--- config.mk ---
export PLATFORM = sky130hd
export DESIGN_NAME = trig_sched
export DESIGN_NICKNAME = d
export VERILOG_FILES = /design/src/rtl/trig_sched.sv
export SDC_FILE = /design/constraint.sdc
export NUM_CORES = 1
export LEC_CHECK = 0
export BUFFER_PORTS_ARGS = -buffer_cell sky130_fd_sc_hd__buf_2
export CAP_MARGIN = 10
export CORE_MARGIN = 10
export CORE_UTILIZATION = 40
export DETAILED_ROUTE_END_ITERATION = 10
export GPL_ROUTABILITY_DRIVEN = 0
export PLACE_DENSITY = 0.61
export REMOVE_ABC_BUFFERS = 1
export SYNTH_ARGS = -nofsm -noshare
export SYNTH_HDL_FRONTEND = slang
export SYNTH_SLANG_ARGS = --single-unit
--- constraint.sdc ---
create_clock -name clk -period 20.9 [get_ports clk]
set_clock_uncertainty 0.05 [all_clocks]
set_input_delay 0 -clock clk [delete_from_list [all_inputs] [get_ports clk]]
set_output_delay 0 -clock clk [all_outputs]
set_load 0.005 [all_outputs]
--- src/rtl/trig_sched.sv ---
// trig_sched: shot-based multi-channel trigger scheduler.
// Runs shot_count shots of period cycles and fires enabled channels at their per-shot offsets.
module trig_sched #(
    parameter int NUM_CH = 8,
    parameter int CNT_W  = 32,
    parameter int OFS_W  = 16
) (
    input  logic                      clk,
    input  logic                      rst,
    input  logic                      start,
    input  logic                      abort,
    input  logic [CNT_W-1:0]          shot_count,
    input  logic [CNT_W-1:0]          period,
    input  logic [NUM_CH-1:0]         ch_enable,
    input  logic [NUM_CH*OFS_W-1:0]   ch_offset,
    input  logic [7:0]                trig_width,
    output logic [NUM_CH-1:0]         trigger_out,
    output logic                      busy,
    output logic                      done,
    output logic [CNT_W-1:0]          shot_idx
);
    typedef enum logic [1:0] {IDLE, RUN, DRAIN, DONE} state_t;
    localparam int MW = (CNT_W > OFS_W) ? CNT_W : OFS_W;
    localparam logic [CNT_W-1:0] ONE = 1;

    state_t state_q, state_d;
    logic [CNT_W-1:0] shots_q, shots_d, period_q, period_d, pcnt_q, pcnt_d, idx_q, idx_d;
    logic [NUM_CH-1:0] en_q, en_d, trig_q, trig_d, match, fire;
    logic [NUM_CH*OFS_W-1:0] ofs_q, ofs_d;
    logic [7:0] width_q, width_d;
    logic [NUM_CH-1:0][7:0] wcnt_q, wcnt_d;
    logic done_q, done_d, wrap, last;

    always_comb begin
        for (int i = 0; i < NUM_CH; i++)
            match[i] = MW'(pcnt_q) == MW'(ofs_q[i*OFS_W +: OFS_W]);
    end

    always_comb begin
        state_d  = state_q;
        shots_d  = shots_q;
        period_d = period_q;
        pcnt_d   = pcnt_q;
        idx_d    = idx_q;
        en_d     = en_q;
        ofs_d    = ofs_q;
        width_d  = width_q;
        done_d   = 1'b0;
        fire     = '0;
        wrap     = pcnt_q == period_q - ONE;
        last     = wrap && idx_q == shots_q - ONE;
        case (state_q)
            IDLE: if (start && shot_count != '0 && period != '0) begin
                shots_d  = shot_count;
                period_d = period;
                en_d     = ch_enable;
                ofs_d    = ch_offset;
                width_d  = trig_width;
                pcnt_d   = '0;
                idx_d    = '0;
                state_d  = RUN;
            end
            RUN: begin
                pcnt_d  = wrap ? '0 : pcnt_q + ONE;
                idx_d   = (wrap && !last) ? idx_q + ONE : idx_q;
                state_d = last ? DRAIN : RUN;
                fire    = en_q & match;
            end
            DRAIN: state_d = (trig_q == '0) ? DONE : DRAIN;
            DONE: begin
                state_d = IDLE;
                done_d  = 1'b1;
            end
        endcase
        // A re-fire reloads the full width, so overlapping pulses merge without a gap.
        for (int i = 0; i < NUM_CH; i++) begin
            wcnt_d[i] = fire[i] ? ((width_q == 8'd0) ? 8'd1 : width_q) :
                        (wcnt_q[i] == 8'd0) ? 8'd0 : wcnt_q[i] - 8'd1;
            trig_d[i] = fire[i] || wcnt_q[i] > 8'd1;
        end
        if (abort && state_q != IDLE) begin
            state_d = IDLE;
            trig_d  = '0;
            wcnt_d  = '0;
            done_d  = 1'b0;
        end
    end

    always_ff @(posedge clk or posedge rst) begin
        if (rst) begin
            state_q  <= IDLE;
            shots_q  <= '0;
            period_q <= '0;
            pcnt_q   <= '0;
            idx_q    <= '0;
            en_q     <= '0;
            ofs_q    <= '0;
            width_q  <= '0;
            wcnt_q   <= '0;
            trig_q   <= '0;
            done_q   <= 1'b0;
        end else begin
            state_q  <= state_d;
            shots_q  <= shots_d;
            period_q <= period_d;
            pcnt_q   <= pcnt_d;
            idx_q    <= idx_d;
            en_q     <= en_d;
            ofs_q    <= ofs_d;
            width_q  <= width_d;
            wcnt_q   <= wcnt_d;
            trig_q   <= trig_d;
            done_q   <= done_d;
        end
    end

    assign trigger_out = trig_q;
    assign busy        = state_q != IDLE;
    assign done        = done_q;
    assign shot_idx    = idx_q;
endmodule

==> summary.md, run 1 <==
| Metric | Value |
|---|---|
| Clock Path Buffers | 3 |
| Antenna violations before repair | 3 |
| Req. time, crit path | 21.31 ns |
| Leak | 0.0122 uW |
| Post-synth top area cell | dfrtp_1 |
| Post-Syn Area | 0.0200 mm^2 |
| Die height | 244 um |
| Top-count cell post-synth | nand2_1 |
| Crit start category | flop |
| Clk_lat worst skew | 0.58 ns |
| TritonCTS buffer count | 41 |
| Yosys reg bits | 347 |
| Clock period minus worst slack | 4.63 ns |
| Register area share after synthesis | 43.4% |
| Layout fillers | 4550 |
| Fmax | 216 MHz |
| List of most frequent post-synthesis cells | nand2_1, dfrtp_1, xor2_1 |
| Synth top area share | 43.4% |
| Final Hold Fails | 0 |
| Mapped Cells | 2392 |
| Crit end category | flop |
| Routed via count | 18700 |
| Final Net Count | 3003 |
| Detailed-placement wirelength estimate | 42400 um |
| Worst setup path class | flop to flop |
| Final Slew Violations | 0 |
| Via/cell ratio | 5.39 |
| Clock transition at the registers of the reported paths | 0.07 ns |
| Finish-stage setup viols | 0 |
| Async S/R FF share, synth | 100% |
| GR Overflow Total | 0 |
| Total wire length | 63700 um |
| Core area | 0.0492 mm^2 |
| EDFF count, synth | 0 |
| Max rail drop VDD | 0.0591 mV |
| Row count | 81 |
| # H-tree levels | 2 |
| Syn_area_per_cell | 8.36 um^2 |
| Maxcap violations | 0 |
| # port buffers | 253 |
| All-Layer GR Usage | 21.0% |
| Largest net degree at the start of global routing | 242 |
| DR WL/cell | 18.4 um |
| Most used flip-flop cell after synthesis | dfrtp_1 |
| Final Cycle Share | 22.1% |
| Post-route DRC | 0 |
| Synth cell types | 76 |
| CTS tree | yes |
| Number of clock sinks | 347 |
| Critical Path AT | 5.03 ns |
| Drt pass-1 iters | 5 |
| Synth-to-Final Area Change | 26.0% |
| Setup slack after layout | 16.27 ns |
| Global-route wire length before repair | 102000 um |
| Share of cells above drive strength 1 | 13.0% |
| RSZ-0062 raised after global routing | no |
| Synth area leaders | dfrtp_1, nand2_1, xor2_1 |
| Hold Crit Class | input pin to flop |
| Initial DRC count | 1441 |
| Status | complete, no violations |
| Initial Util | 40.7% |
| Die width | 244 um |
| Root buf cell | clkbuf_16 |
| Setup TNS Final | 0 ns |
| Ys Warns | 0 |
| Post-cts resize count | 0 |
| Routed Antenna Nets | 0 |
| Worst-path fanout max | 15 |
| Setup WS pre-CTS | 16.33 ns |
| Worst-margin pin slew | 1.30 ns |
| Vias in the first global route | 18500 |
| Pwr dens | 107 mW/mm^2 |
| Die ar. | 0.0593 mm^2 |
| Ports | 254 |
| Worst rel slew slack | 13.0% |
-- worst max-delay path, stage by stage, from the launching register on --
cell and delay (ns):
dfrtp_1 0.43, inv_1 0.11, ha_1 0.20, nor3b_2 0.39, nand4_1 0.28, nor4_1 0.45, mux2i_1 0.32, nand3_1 0.24
nor4_4 0.85, nand2_1 0.44, nor4_1 0.39, mux2_2 0.38
-- cells in the final DEF (no fill, tap or decap), types with 10 or more instances in the layout --
| cell type | netlist | routed |
|---|---|---|
| and4_1 | 12 | 12 |
| xnor2_1 | 84 | 84 |
| buf_2 | 7 | 253 |
| dlygate4sd3_1 | 0 | 210 |
| inv_1 | 43 | 42 |
| o211ai_1 | 10 | 10 |
| nand2_1 | 705 | 705 |
| or3_1 | 50 | 49 |
| dfrtp_1 | 347 | 347 |
| nor3_1 | 69 | 65 |
| and3_1 | 23 | 23 |
| buf_4 | 1 | 11 |
| o21ai_0 | 54 | 54 |
| a211oi_1 | 15 | 15 |
| and2_1 | 11 | 11 |
| a21oi_1 | 67 | 67 |
| nand2b_1 | 23 | 23 |
| nand3_1 | 49 | 49 |
| mux2i_1 | 46 | 46 |
| nor4_1 | 87 | 87 |
| ha_1 | 21 | 21 |
| clkbuf_16 | 0 | 42 |
| nor2_1 | 155 | 154 |
| or4_1 | 24 | 24 |
| a31oi_1 | 28 | 28 |
| clkbuf_1 | 109 | 14 |
| xor2_1 | 159 | 159 |
| nand4_1 | 33 | 33 |
-- report_power, final --
group / internal (uW) / switching, uW
clock: 454 / 297
combinational: 405 / 481
sequential: 839 / 227
total: 1700 / 1000
-- kinds of logic after synthesis --
kind of cell               share of synthesized area (%)
muxes                                               2.58
buffers and inverters                               3.73
DFF                                                 43.4
adders and majority gates                           1.31
xor gates and xnor gates                            10.8
and+or+nand+nor                                     30.4
AOI/OAI and AO/OA                                   7.78
-- registers in the layout (all words and copies together) (netlist names) --
register     cells
done             1
en_q             8
ofs_q          128
pcnt_q          32
period_q        32
shot_idx        32
shots_q         32
state_q          2
trigger_out      8
wcnt_q          64
width_q          8
-- area by class of cell --
type	instances	area, um^2	area share, %
clock inverters	10	179	0.710
clock buffers	65	1230	4.87
flip-flops and latches	347	8680	34.5
inverters	43	169	0.670
well taps	664	831	3.30
multi-input cells	1861	10600	42.1
repair buffers	476	3490	13.9
diodes	3	7.51	0.0298
-- stage by stage --
stage | cells | total power, uW | util (%) | cell area (um^2) | hold WS [ns]
after CTS | 3466 | 2720 | 51.2 | 25200 | 0.0685
after detailed placement | 3181 | 1920 | 44.1 | 21700 | 0.144
after global routing | 3469 | 2890 | 51.3 | 25200 | 0.0974
after floorplan | 2251 | 1680 | - | 19400 | 0.0161
final | 3469 | 2700 | 51.3 | 25200 | 0.0951
after global placement | 3181 | 1890 | 44.1 | 21700 | 0.143
-- final timing paths --
check / from / endpoint / slack [ns] / depth (start not counted)
min in group asynchronous: rst / ofs_q[39]$_DFFE_PP0P_ / 0.16 / 3
setup reg to reg: period_q[0]$_DFFE_PP0P_ / shot_idx[26]$_DFFE_PP0P_ / 16.27 / 11
hold reg to reg: en_q[6]$_DFFE_PP0P_ / en_q[6]$_DFFE_PP0P_ / 0.42 / 2
setup / recovery: period_q[0]$_DFFE_PP0P_ / shot_idx[26]$_DFFE_PP0P_ / 16.27 / 11
max in group asynchronous: rst / wcnt_q[11]$_DFF_PP0_ / 18.37 / 5
hold / removal: ch_offset[119] / ofs_q[119]$_DFFE_PP0P_ / 0.1 / 4
-- routing by layer --
metal	routed length, um	up-vias	GRT usage [%]	share of wire [%]
met5	0	-	0	0
met1	27800	9036	27.7	44
li1	-	8886	-	-
met3	3840	146	3.33	6.0
met4	1970	0	7.20	3.1
met2	30100	621	34.5	47
-- repair_timing --
action,4_1_cts,5_1_grt
hold buffers,210,0
endpoints found under the hold margin,345,0
setup buffers,0,0
(Power assumes the default switching activity.)
==> inputs of run 2 (changes only) <==
- clock period: 20.9 -> 4.5 ns (I/O delays scaled with it)
==> summary.md, run 2 (synthesis results as in run 1) <==
| Metric | Value |
|---|---|
| Clock transition at the registers of the reported paths | 0.06 ns (about the same) |
| Post-route DRC | 0 (unchanged) |
| Initial Util | 40.7% (unchanged) |
| Post-cts resize count | 0 (unchanged) |
| Worst-path fanout max | 15 (unchanged) |
| Leak | 0.0122 uW (+0.65%) |
| Die height | 244 um (unchanged) |
| Antenna violations before repair | 5 (+2) |
| TritonCTS buffer count | 41 (unchanged) |
| Leading cell types in the layout, fill and taps excluded | nand2_1, dfrtp_1, buf_2, dlygate4sd3_1, xor2_1 |
| Clock Path Buffers | 3 (unchanged) |
| Core area | 0.0492 mm^2 (unchanged) |
| Finish-stage setup viols | 0 (unchanged) |
| Via/cell ratio | 5.36 (-0.46%) |
| GR Overflow Total | 0 (unchanged) |
| Status | complete, no violations |
| Req. time, crit path | 4.93 ns (-16.38 ns) |
| Max rail drop VDD | 0.311 mV (+430%) |
| Die width | 244 um (unchanged) |
| Final Cell Area | 0.0253 mm^2 (+0.50%) |
| Final Slew Violations | 0 (unchanged) |
| Largest net degree at the start of global routing | 145 (-40%) |
| Detailed-placement wirelength estimate | 42900 um (+1.2%) |
| Total power | 12500 uW (+360%) |
| Crit end category | flop |
| RSZ-0062 raised after global routing | no |
| Final Cycle Share | 92.8% (+71 points) |
| # port buffers | 253 (unchanged) |
| Worst-margin pin slew | 1.15 ns (-0.159 ns) |
| Post-DP Area | 0.0218 mm^2 (+0.74%) |
| Routed Antenna Nets | 0 (unchanged) |
| Synth-to-Final Area Change | 26.7% |
| Finished Layout Cells | 3487 (+0.52%) |
| Fmax | 239 MHz (+11%) |
| Final Net Count | 3022 (+0.63%) |
| Clk_lat worst skew | 0.59 ns (about the same) |
| Pwr dens | 495 mW/mm^2 (+360%) |
| Routed via count | 18700 (+0.059%) |
| Share of cells above drive strength 1 | 13.6% (+0.53 points) |
| Row count | 81 (unchanged) |
| Clock period minus worst slack | 4.18 ns (-0.452 ns) |
| Crit start category | flop |
| Hold Crit Class | input pin to async pin |
| Maxcap violations | 0 (unchanged) |
| DR WL/cell | 18.5 um (+0.83%) |
| Vias in the first global route | 18900 (+2.3%) |
| CTS tree | yes |
| Global-route wire length before repair | 103000 um (+0.91%) |
| Biggest register | ofs_q |
| Largest regs | ofs_q: 128 flops, wcnt_q: 64 flops |
| Total wire length | 64600 um (+1.4%) |
| Worst setup path class | flop to flop |
| Initial DRC count | 1293 (-10%) |
| Worst rel slew slack | 23.4% (+10 points) |
| # H-tree levels | 2 (unchanged) |
| Drt pass-1 iters | 5 (unchanged) |
| Commonest non-fill, non-tap cell in the layout | nand2_1 |
| Cell count after placement | 3199 (+0.57%) |
| Ports | 254 (unchanged) |
| Final core utilization | 51.5% (+0.26 points) |
| Die ar. | 0.0593 mm^2 (unchanged) |
| Number of clock sinks | 347 (unchanged) |
| Layout fillers | 4481 (-1.5%) |
| Max FFs per register | 128 (unchanged) |
| Critical Path AT | 4.61 ns (-0.42 ns) |
| Root buf cell | clkbuf_16 |
| All-Layer GR Usage | 21.3% (+0.26 points) |
| Final Hold Fails | 0 (unchanged) |
==> run 2: path summary, 6_finish.rpt <==
kind	from	to	slack (ns)	cells after the start
min reg2reg	en_q[7]$_DFFE_PP0P_	en_q[7]$_DFFE_PP0P_	0.43	2
min in group clk	ch_offset[70]	ofs_q[70]$_DFFE_PP0P_	0.08	4
max	period_q[0]$_DFFE_PP0P_	pcnt_q[30]$_DFFE_PP0P_	0.32	12
max reg2reg	period_q[0]$_DFFE_PP0P_	pcnt_q[30]$_DFFE_PP0P_	0.32	12
max in group asynchronous	rst	wcnt_q[27]$_DFF_PP0_	3.11	4
min	rst	wcnt_q[37]$_DFF_PP0_	0.05	3
==> run 2: timing repair <==
item,CTS,global route
endpoints found under the hold margin,340,0
hold buffers,211,0
buffers inserted,0,0
==> run 2: layout make-up <==
cell class / count / area [um^2] / area share [%]
antenna: 5 / 12.5 / 0.0494
inverter: 43 / 169 / 0.667
clock inverter: 9 / 149 / 0.588
tap: 664 / 831 / 3.28
sequential: 347 / 8680 / 34.3
timing repair buffer: 495 / 3660 / 14.5
clock buffer: 63 / 1210 / 4.77
multi-input combinational: 1861 / 10600 / 41.9
==> run 2: critical path, stage by stage, from the launching register on <==
cell	delay, ns
dfrtp_1	0.43
inv_1	0.11
ha_1	0.19
nor3b_2	0.46
nand4_1	0.26
or4_1	0.53
o21ai_1	0.18
nand4_1	0.24
nor4_4	0.50
buf_4	0.23
nand2b_1	0.48
o21ai_0	0.19
a22o_1	0.22
==> run 2: metal layers <==
layer | global-route usage (%) | wire (um) | vias to the layer above
met4 | 7.14 | 1940 | 0
li1 | - | - | 8911
met3 | 4.08 | 3920 | 127
met2 | 35.4 | 30500 | 617
met1 | 27.3 | 28200 | 9045
met5 | 0 | 0 | -
==> run 2: power by group <==
group / internal, uW / switching [uW] / total (uW)
clock network: 1980 / 1390 / 3360
logic: 1920 / 2480 / 4400
registers: 3900 / 862 / 4760
==> run 2: per-stage QoR <==
| step | setup WS, ns | setup TNS, ns | hold slack (ns) |
|---|---|---|---|
| final | 0.324 | 0 | 0.0473 |
| after CTS | 0.387 | 0 | 0.0472 |
| after global routing | 0.0506 | 0 | 0.0756 |
| after detailed placement | 0.374 | 0 | 0.141 |
| after global placement | 0.448 | 0 | 0.140 |
| after floorplan | -11.28 | -3888.49 | 0.0161 |
==> inputs of run 3 (changes only) <==
- REMOVE_ABC_BUFFERS: 1 -> default
==> summary.md, run 3 (synthesis results as in run 1) <==
| Metric | Value |
|---|---|
| Core area | 0.0492 mm^2 (unchanged) |
| Fmax | 247 MHz (+3.3%) |
| Mapped Nets | 2625 |
| Worst rel slew slack | 7.74% (-16 points) |
| Worst-margin pin slew | 1.38 ns (+0.239 ns) |
| Max rail drop VDD | 0.371 mV (+19%) |
| FF/Latch Area | 0.00868 mm^2 (unchanged) |
| Routed Antenna Nets | 0 (unchanged) |
| Die ar. | 0.0593 mm^2 (unchanged) |
| Leading cell types in the layout, fill and taps excluded | nand2_1, dfrtp_1, buf_2, dlygate4sd3_1, xor2_1 |
| Final Slew Violations | 0 (unchanged) |
| All-Layer GR Usage | 21.3% (about the same) |
| Clock Path Buffers | 3 (unchanged) |
| Detailed-placement wirelength estimate | 43000 um (+0.23%) |
| Vias in the first global route | 18600 (-1.6%) |
| Row count | 81 (unchanged) |
| Biggest register | ofs_q |
| Pwr dens | 503 mW/mm^2 (+1.7%) |
| Final core utilization | 51.7% (+0.23 points) |
| Final Net Count | 3023 (+0.033%) |
| Total wire length | 64600 um (about the same) |
| Routed via count | 18600 (-0.56%) |
| Reg-to-reg startpoint | shots_q[7]$_DFFE_PP0P_ |
| Total power | 12800 uW (+2.1%) |
| Critical Path AT | 4.44 ns (-0.17 ns) |
| Post-route DRC | 0 (unchanged) |
| Leak | 0.0123 uW (+0.49%) |
| # port buffers | 253 (unchanged) |
| Cell count after placement | 3200 (+0.031%) |
| Setup TNS Final | 0 ns (unchanged) |
| Worst setup path class | flop to flop |
| Post-DP Area | 0.0218 mm^2 (about the same) |
| RSZ-0062 raised after global routing | no |
| Largest regs | ofs_q: 128 flops, wcnt_q: 64 flops |
| Critical path launch point | shots_q[7]$_DFFE_PP0P_ |
| Clk_lat worst skew | 0.58 ns (about the same) |
| Footprint of the multi-input gates | 0.0106 mm^2 (about the same) |
| CTS tree | yes |
| Status | complete, no violations |
| Share of cells above drive strength 1 | 13.9% (+0.30 points) |
| Drt pass-1 iters | 5 (unchanged) |
| Largest net degree at the start of global routing | 223 (+54%) |
| Max FFs per register | 128 (unchanged) |
| Die width | 244 um (unchanged) |
| GR Overflow Total | 0 (unchanged) |
| HP Start | trig_width[7] |
| Antenna violations before repair | 1 (-4) |
| Post-cts resize count | 0 (unchanged) |
| Clock transition at the registers of the reported paths | 0.06 ns (about the same) |
| Final Cycle Share | 89.9% (-2.9 points) |
| Initial Util | 40.7% (unchanged) |
| Crit start category | flop |
| # H-tree levels | 2 (unchanged) |
| Global-route wire length before repair | 103000 um (+0.18%) |
| Synth-to-Final Area Change | 27.2% |
| Hold Crit Class | input pin to flop |
| Final Cell Area | 0.0254 mm^2 (+0.44%) |
| Number of clock sinks | 347 (unchanged) |
| TritonCTS buffer count | 41 (unchanged) |
| Finish-stage setup viols | 0 (unchanged) |
| Layout fillers | 4477 (-0.089%) |
| Worst-path fanout max | 11 (-4) |
| Root buf cell | clkbuf_16 |
| Finished Layout Cells | 3486 (-0.029%) |
| Maxcap violations | 0 (unchanged) |
| Ports | 254 (unchanged) |
| Initial DRC count | 1416 (+9.5%) |
| Crit end category | flop |
| DR WL/cell | 18.5 um (+0.12%) |
| Clock period minus worst slack | 4.04 ns (-0.132 ns) |
| Req. time, crit path | 4.89 ns (-0.04 ns) |
| Die height | 244 um (unchanged) |
| Via/cell ratio | 5.33 (-0.53%) |
| Final Hold Fails | 0 (unchanged) |
| Commonest non-fill, non-tap cell in the layout | nand2_1 |
## run 3: cell count changes in the layout (fill, tap and decap cells not counted), sizes merged
cell / previous run / this run
diode: 5 / 1
clkinv: 5 / 7
bufinv: 2 / 6
clkbuf: 63 / 59
buf: 284 / 285
## run 3: worst paths after layout
check,to,slack (ns),depth (start not counted)
max,shot_idx[26]$_DFFE_PP0P_,0.46,9
min,width_q[7]$_DFFE_PP0P_,0.1,4
max reg2reg,shot_idx[26]$_DFFE_PP0P_,0.46,9
min reg2reg,en_q[6]$_DFFE_PP0P_,0.42,2
max in group asynchronous,wcnt_q[44]$_DFF_PP0_,2.56,6
min in group asynchronous,en_q[4]$_DFFE_PP0P_,0.40,4
## run 3: metal layers
| metal | GRT usage (%) | share of wire (%) |
|---|---|---|
| met1 | 28.5 | 45 |
| met2 | 34.7 | 47 |
| met3 | 3.63 | 5.7 |
| met4 | 5.90 | 2.1 |
| met5 | 0 | 0 |
## run 3: repair_timing
item,CTS,global route
hold buffers,211,0
buffers inserted,0,0
endpoints found under the hold margin,526,0
## run 3: area by class of cell
class / instances / area share, %
antenna: 1 / 0.00984
inverter: 43 / 0.649
sequential: 347 / 34.1
multi-input combinational: 1861 / 41.7
timing repair buffer: 496 / 14.4
clock buffer: 59 / 4.77
tap: 664 / 3.27
clock inverter: 15 / 1.12
## run 3: where the power goes
group          internal, uW  leakage (uW)  switching (uW)
Clock                  2240      0.000736            1430
Combinational          1920       0.00716            2440
Sequential             3900       0.00440             869
Total                  8060        0.0123            4730
## run 3: critical path, stage by stage (launching register included)
cell,delay [ns]
dfrtp_1,0.47
or4_4,0.61
or4_1,0.62
or4_4,0.55
a21bo_1,0.21
nor4_2,0.22
nand4b_1,0.34
nand2_1,0.43
nor4_1,0.10
mux2_2,0.28
## run 3: metrics by stage
| stage | setup slack [ns] | hold WS (ns) |
|---|---|---|
| floorplan | -0.194 | 0.0161 |
| global placement | 0.580 | -0.138 |
| detailed placement | 0.465 | -0.136 |
| CTS | 0.480 | 0.0556 |
| global route | 0.0809 | 0.0958 |
| finish | 0.457 | 0.0951 |
